`src/rtl/framebuffer_scanout.sv`:
```
// 1-bpp framebuffer scanout: VGA timing, packed-word fetch and pixel serialiser.
// Optional CENTER_AXIS_EN forces the middle visible row to FG_COLOR (reference axis).
module framebuffer_scanout #(
  parameter int           DATA_WIDTH     = 32,
  parameter int           ADDRESS_LENGTH = 14,
  parameter int           H_ACTIVE       = 800,
  parameter int           H_FP           = 24,
  parameter int           H_SYNC         = 72,
  parameter int           H_BP           = 128,
  parameter int           V_ACTIVE       = 600,
  parameter int           V_FP           = 1,
  parameter int           V_SYNC         = 2,
  parameter int           V_BP           = 22,
  parameter bit           SYNC_POL       = 1'b1,
  parameter int           RD_LATENCY     = 1,
  parameter logic [11:0]  FG_COLOR       = 12'hFFF,
  parameter logic [11:0]  BG_COLOR       = 12'h000
) (
  input  logic                      clk,
  input  logic                      resetn,
  output logic [ADDRESS_LENGTH-1:0] rd_addr,
  output logic                      rd_en,
  input  logic [DATA_WIDTH-1:0]     rd_data,
  output logic [3:0]                vga_r,
  output logic [3:0]                vga_g,
  output logic [3:0]                vga_b,
  output logic                      hsync,
  output logic                      vsync,
  output logic                      de,
  output logic                      frame_start
);

  localparam int H_TOTAL = H_ACTIVE + H_FP + H_SYNC + H_BP;
  localparam int V_TOTAL = V_ACTIVE + V_FP + V_SYNC + V_BP;
  localparam int H_W     = $clog2(H_TOTAL);
  localparam int V_W     = $clog2(V_TOTAL);
  localparam int OFS_W   = $clog2(DATA_WIDTH);
  localparam int PIPE    = RD_LATENCY + 1;

  localparam logic [H_W-1:0] H_ACT_C  = H_W'(H_ACTIVE);
  localparam logic [H_W-1:0] HS_BEG_C = H_W'(H_ACTIVE + H_FP);
  localparam logic [H_W-1:0] HS_END_C = H_W'(H_ACTIVE + H_FP + H_SYNC);
  localparam logic [H_W-1:0] H_LAST_C = H_W'(H_TOTAL - 1);
  localparam logic [V_W-1:0] V_ACT_C  = V_W'(V_ACTIVE);
  localparam logic [V_W-1:0] VS_BEG_C = V_W'(V_ACTIVE + V_FP);
  localparam logic [V_W-1:0] VS_END_C = V_W'(V_ACTIVE + V_FP + V_SYNC);
  localparam logic [V_W-1:0] V_LAST_C = V_W'(V_TOTAL - 1);

  logic [H_W-1:0]            h_cnt;
  logic [V_W-1:0]            v_cnt;
  logic [ADDRESS_LENGTH-1:0] word_cnt;
  logic [DATA_WIDTH-1:0]     shift_reg;
  logic [RD_LATENCY-1:0]     fetch_d;
  logic [PIPE-1:0]           de_d, hs_d, vs_d, fs_d;
  logic                      raw_active, raw_hs, raw_vs, raw_origin, fetch;
  logic                      pix_bit;
  logic [11:0]               color;

  // NOTE: combinational blocks assign every output first, so no latch can be inferred.
  always_comb begin
    raw_active = (h_cnt < H_ACT_C) && (v_cnt < V_ACT_C);
    raw_hs     = ((h_cnt >= HS_BEG_C) && (h_cnt < HS_END_C)) ? SYNC_POL : ~SYNC_POL;
    raw_vs     = ((v_cnt >= VS_BEG_C) && (v_cnt < VS_END_C)) ? SYNC_POL : ~SYNC_POL;
    raw_origin = (h_cnt == '0) && (v_cnt == '0);
    fetch      = raw_active && (h_cnt[OFS_W-1:0] == '0);
    // Read port is driven straight from the counters so memory latency lines up with PIPE.
    rd_en      = fetch & resetn;
    rd_addr    = raw_origin ? '0 : word_cnt;
  end

  // NOTE: all state uses non-blocking assignments so every register samples pre-edge values.
  always_ff @(posedge clk or negedge resetn) begin
    if (!resetn) begin
      h_cnt     <= '0;
      v_cnt     <= '0;
      word_cnt  <= '0;
      shift_reg <= '0;
      fetch_d   <= '0;
      de_d      <= '0;
      hs_d      <= {PIPE{~SYNC_POL}};
      vs_d      <= {PIPE{~SYNC_POL}};
      fs_d      <= '0;
    end else begin
      if (h_cnt == H_LAST_C) begin
        h_cnt <= '0;
        v_cnt <= (v_cnt == V_LAST_C) ? '0 : v_cnt + V_W'(1);
      end else begin
        h_cnt <= h_cnt + H_W'(1);
      end

      if (fetch) word_cnt <= rd_addr + ADDRESS_LENGTH'(1);

      fetch_d[0] <= fetch;
      for (int i = 1; i < RD_LATENCY; i++) fetch_d[i] <= fetch_d[i-1];

      de_d[0] <= raw_active;
      hs_d[0] <= raw_hs;
      vs_d[0] <= raw_vs;
      fs_d[0] <= raw_origin;
      for (int i = 1; i < PIPE; i++) begin
        de_d[i] <= de_d[i-1];
        hs_d[i] <= hs_d[i-1];
        vs_d[i] <= vs_d[i-1];
        fs_d[i] <= fs_d[i-1];
      end

      // Bit 0 is the leftmost pixel of a word, so shift right after each pixel.
      if (fetch_d[RD_LATENCY-1]) shift_reg <= rd_data;
      else                       shift_reg <= shift_reg >> 1;
    end
  end

`ifdef CENTER_AXIS_EN
  localparam logic [V_W-1:0] AXIS_ROW_C = V_W'(V_ACTIVE / 2);
  logic [PIPE-1:0] axis_d;

  always_ff @(posedge clk or negedge resetn) begin
    if (!resetn) begin
      axis_d <= '0;
    end else begin
      axis_d[0] <= (v_cnt == AXIS_ROW_C);
      for (int i = 1; i < PIPE; i++) axis_d[i] <= axis_d[i-1];
    end
  end

  assign pix_bit = shift_reg[0] | axis_d[PIPE-1];
`else
  assign pix_bit = shift_reg[0];
`endif

  assign de          = de_d[PIPE-1];
  assign hsync       = hs_d[PIPE-1];
  assign vsync       = vs_d[PIPE-1];
  assign frame_start = fs_d[PIPE-1];

  // Blanking must drive black regardless of the background colour.
  assign color = de ? (pix_bit ? FG_COLOR : BG_COLOR) : 12'h000;
  assign {vga_r, vga_g, vga_b} = color;

endmodule

```
`config.mk`:
```
export PLATFORM = sky130hd
export DESIGN_NAME = framebuffer_scanout
export DESIGN_NICKNAME = d
export VERILOG_FILES = /design/src/rtl/framebuffer_scanout.sv
export SDC_FILE = /design/constraint.sdc
export NUM_CORES = 1
export LEC_CHECK = 0
export CORE_UTILIZATION = 56
export DETAILED_ROUTE_END_ITERATION = 12
export GPL_TIMING_DRIVEN = 1
export PLACE_DENSITY = 0.95
export SYNTH_ARGS = -nofsm -noshare
export SYNTH_HDL_FRONTEND = slang
export SYNTH_SLANG_ARGS = --single-unit
```
`constraint.sdc`:
```
create_clock -name clk -period 6.4 [get_ports clk]
set_input_delay 0.96 -clock clk [delete_from_list [all_inputs] [get_ports clk]]
set_output_delay 0.96 -clock clk [all_outputs]
set_load 0.1 [all_outputs]
```
==> implementation parameters <==
Parameter                              Value

Timing
  Total negative slack for setup checks    0 ns
  Final-report hold violation count    0
  Number of pins exceeding their max-slew limit in the final report    0
  Skew final    0.0101 ns
  Tightest slew margin relative to the limit    19.6%
  Worst-Margin Slew    1.21 ns
  Period minus WS final    4.41 ns
  Final period util    68.9%
  Setup repair after global routing missed its margin    false
  Highest attainable clock frequency    227 MHz
  Number of failing setup endpoints in the final timing report    0

Drt
  Vias per cell    5.64
  Detail-routed net length per standard cell    16.5 µm
  First-iteration detailed-routing DRC count    186
  Final WL    7.14 mm
  Post-detailed-route count of antenna-violating nets    0
  Overall via count from detail_route    2437
  Detailed Routing Iterations Pass 1    4
  Detailed-route DRC error count    0

Logic synthesis
  Post-Synthesis Cell Area    3410 µm²
  Predominant post-synthesis flop cell    sky130_fd_sc_hd__dfrtp_1
  Synthesized Nets    340
  Post-Synthesis Cells    299
  Sequential-to-total area share from yosys stat    55.1%
  Flip-flop and latch count after synthesis    75
  EDFF count, synth    0
  Syn avg cell area    11.4 µm²
  Post-synth ARST share    100%
  Warnings, synthesis    0
  Count of unique library cells instantiated by Yosys    37

Layout
  Final Core Density    71.7%
  NumNets Final    393
  Final standard cell area without fillers    4220 µm²
  Area growth syn-to-layout    23.8%
  Most common library cell in the layout ignoring fill and taps    sky130_fd_sc_hd__dfrtp_1
  Share of final-layout standard cells stronger than drive strength 1    15.7%
  Fillcell total    373
  Most frequent cells in the layout    sky130_fd_sc_hd__dfrtp_1 (75), sky130_fd_sc_hd__clkdlybuf4s50_1 (63), sky130_fd_sc_hd__mux2_2 (33)
  Final cell count without fillers    432
  Number of flip-flops in the largest register    32
  ANT cells    0

Pwr
  Comb power frac    7.9%
  Clock group share of total power    39.9%
  Internal power consumption    697 µW
  Share of total power consumed by net switching    24.3%
  Reported net switching power    223 µW
  Flop pwr share    52.2%
  Max IR drop VDD    0.000135 V
  P_leak    0.00180 µW
  Power Density    218 nW/µm²
  PnR Total Power    920 µW

Worst setup path
  Arr. time, crit path    3.45 ns
  Path type of the worst setup path    reg -> out
  Required time of the worst setup path    5.44 ns
  Longest individual stage delay on the worst path    0.97 ns
  Type of origin of the critical path    register
  Critical Path Fanout Max    15
  Worst setup EP type    output pin
  Sequence of cells on the critical path    nand4bb_1 > o211ai_1 > nor2_1 > and2_1 > clkdlybuf4s50_1
  Crit path max-delay cell type    sky130_fd_sc_hd__clkdlybuf4s50_1

Die
  Chip width    80 µm
  Top-Level Pins    65
  Num rows    28
  Effective utilization at floorplan    57.9%
  Std-Cell Core Area    5890 µm²
  Chip Height    80 µm
  Floorplan die area    6400 µm²

Clock tree
  Clock Root Buffer    sky130_fd_sc_hd__clkbuf_8
  Number of buffers inserted by post-CTS setup repair    0
  # resized after CTS    0
  TritonCTS buffer count    9
  Worst-path clk slew    0.08 ns
  H-tree depth reported by CTS    3
  Hold buffers post-CTS    0
  CTS tree    done
  Buffer levels on the longest clock path    2
  Total clock sinks    75
  Clock network latency to the later pin of the worst-skew pair    0.35 ns

Global routing
  Number of global-route vias before repair    2432
  Leftover overflow at the end of global routing    0
  All-layer global routing usage    24.5%
  Antenna violations before repair    0
  Largest net degree at the start of global routing    76
  Wire length of the first global-routing pass    11.5 mm

Place
  Area of placed instances    4020 µm²
  Placed wire-length estimate    4.77 mm
  Number of cells after detailed placement    416
  Global placer's final weighted congestion    0.901
  Number of buffer cells added on primary ports    64

Worst hold path
  Path class of the lowest-slack min-delay path    reg -> reg

Run status
  Result of the run    finished, final reports clean

Job
  Max-cap violations    0
[synthesized netlist by cell type, drive strengths merged, types with 2 or more instances]
master / instances / area share (%)
a21oi: 4 / 0.59
a31oi: 3 / 0.55
and2: 5 / 0.92
and3: 2 / 0.37
buf: 17 / 3.2
clkbuf: 7 / 0.77
dfrtp: 75 / 55
ha: 7 / 2.6
inv: 11 / 1.2
mux2: 33 / 11
nand2: 15 / 1.7
nand3: 11 / 1.6
nand4: 7 / 1.3
nor2: 26 / 2.9
nor2b: 11 / 2.0
nor3: 13 / 1.9
nor4: 6 / 1.5
o21ai: 10 / 1.5
o41ai: 2 / 0.51
or3: 3 / 0.55
xnor2: 16 / 4.3
xor2: 5 / 1.3
[per-layer routing]
layer  share of wire, %  GRT usage [%]  vias to the layer above
met1                 41           28.8                     1201
met5                  0              0                        -
met3                5.9           6.06                       19
met2                 51           42.5                       95
li1                   -              -                     1122
met4                2.6           10.7                        0
[logic make-up (layout without fill, tap and decap cells)]
kind of cell             after synthesis  count (layout)  share of synthesized area (%)
multiplexers                          33              33                           10.9
XOR/XNOR                              21              21                           5.62
AND/OR/NAND/NOR                      104             104                           16.2
buffers and inverters                 35              93                           5.22
AO/OA/AOI/OAI                         24              24                           4.37
adder cells (fa/ha/maj)                7               7                           2.57
flip-flops                            75              75                           55.1
[stage by stage]
| step | setup slack, ns | hold slack (ns) |
|---|---|---|
| 4_1_cts | 1.99 | 0.355 |
| 3_5_place_dp | 2.38 | 0.337 |
| 5_1_grt | 1.78 | 0.364 |
| 2_1_floorplan | 2.75 | 0.331 |
| 6_report | 1.99 | 0.352 |
| 3_3_place_gp | 2.51 | 0.335 |
[power by group through the flow]
stage | Sequential [µW] | Combinational (µW) | Clock (µW)
CTS | 480 | 73.6 | 373
global route | 480 | 76.8 | 392
finish | 480 | 72.7 | 367
detailed placement | 490 | 73.3 | 0
global placement | 489 | 71.5 | 0
floorplan | 489 | 40.2 | 0
[worst max-delay path, delay by kind of cell (launching register included)]
family / cells / cell delay, ns
buf+inv: 1 / 0.97
compound gates: 1 / 0.88
simple gates: 3 / 0.80
flops: 1 / 0.46
[final cells by class]
cell class / count / area [µm²] / share of cell area (%)
well taps: 75 / 93.8 / 2.22
clock buffers: 10 / 138 / 3.26
flip-flops and latches: 75 / 1880 / 44.5
repair buffers: 66 / 651 / 15.4
multi-input cells: 189 / 1350 / 32.1
clock inverters: 6 / 65.1 / 1.54
inverters: 11 / 41.3 / 0.979
[worst paths after layout]
| path | from | to | slack [ns] | cells past startpoint |
|---|---|---|---|---|
| worst max-delay path | v_cnt[7] | rd_en | 1.99 | 5 |
| worst min-delay path | hs_d[0] | hs_d[1] | 0.35 | 0 |
| worst max register to register | h_cnt[0] | word_cnt[12] | 3.57 | 12 |
| worst min register to register | hs_d[0] | hs_d[1] | 0.35 | 0 |
| max in group asynchronous | resetn | word_cnt[1] | 4.97 | 2 |
| min in group asynchronous | resetn | shift_reg[19] | 0.84 | 2 |
No activity file was read; power rests on OpenSTA's default activity.
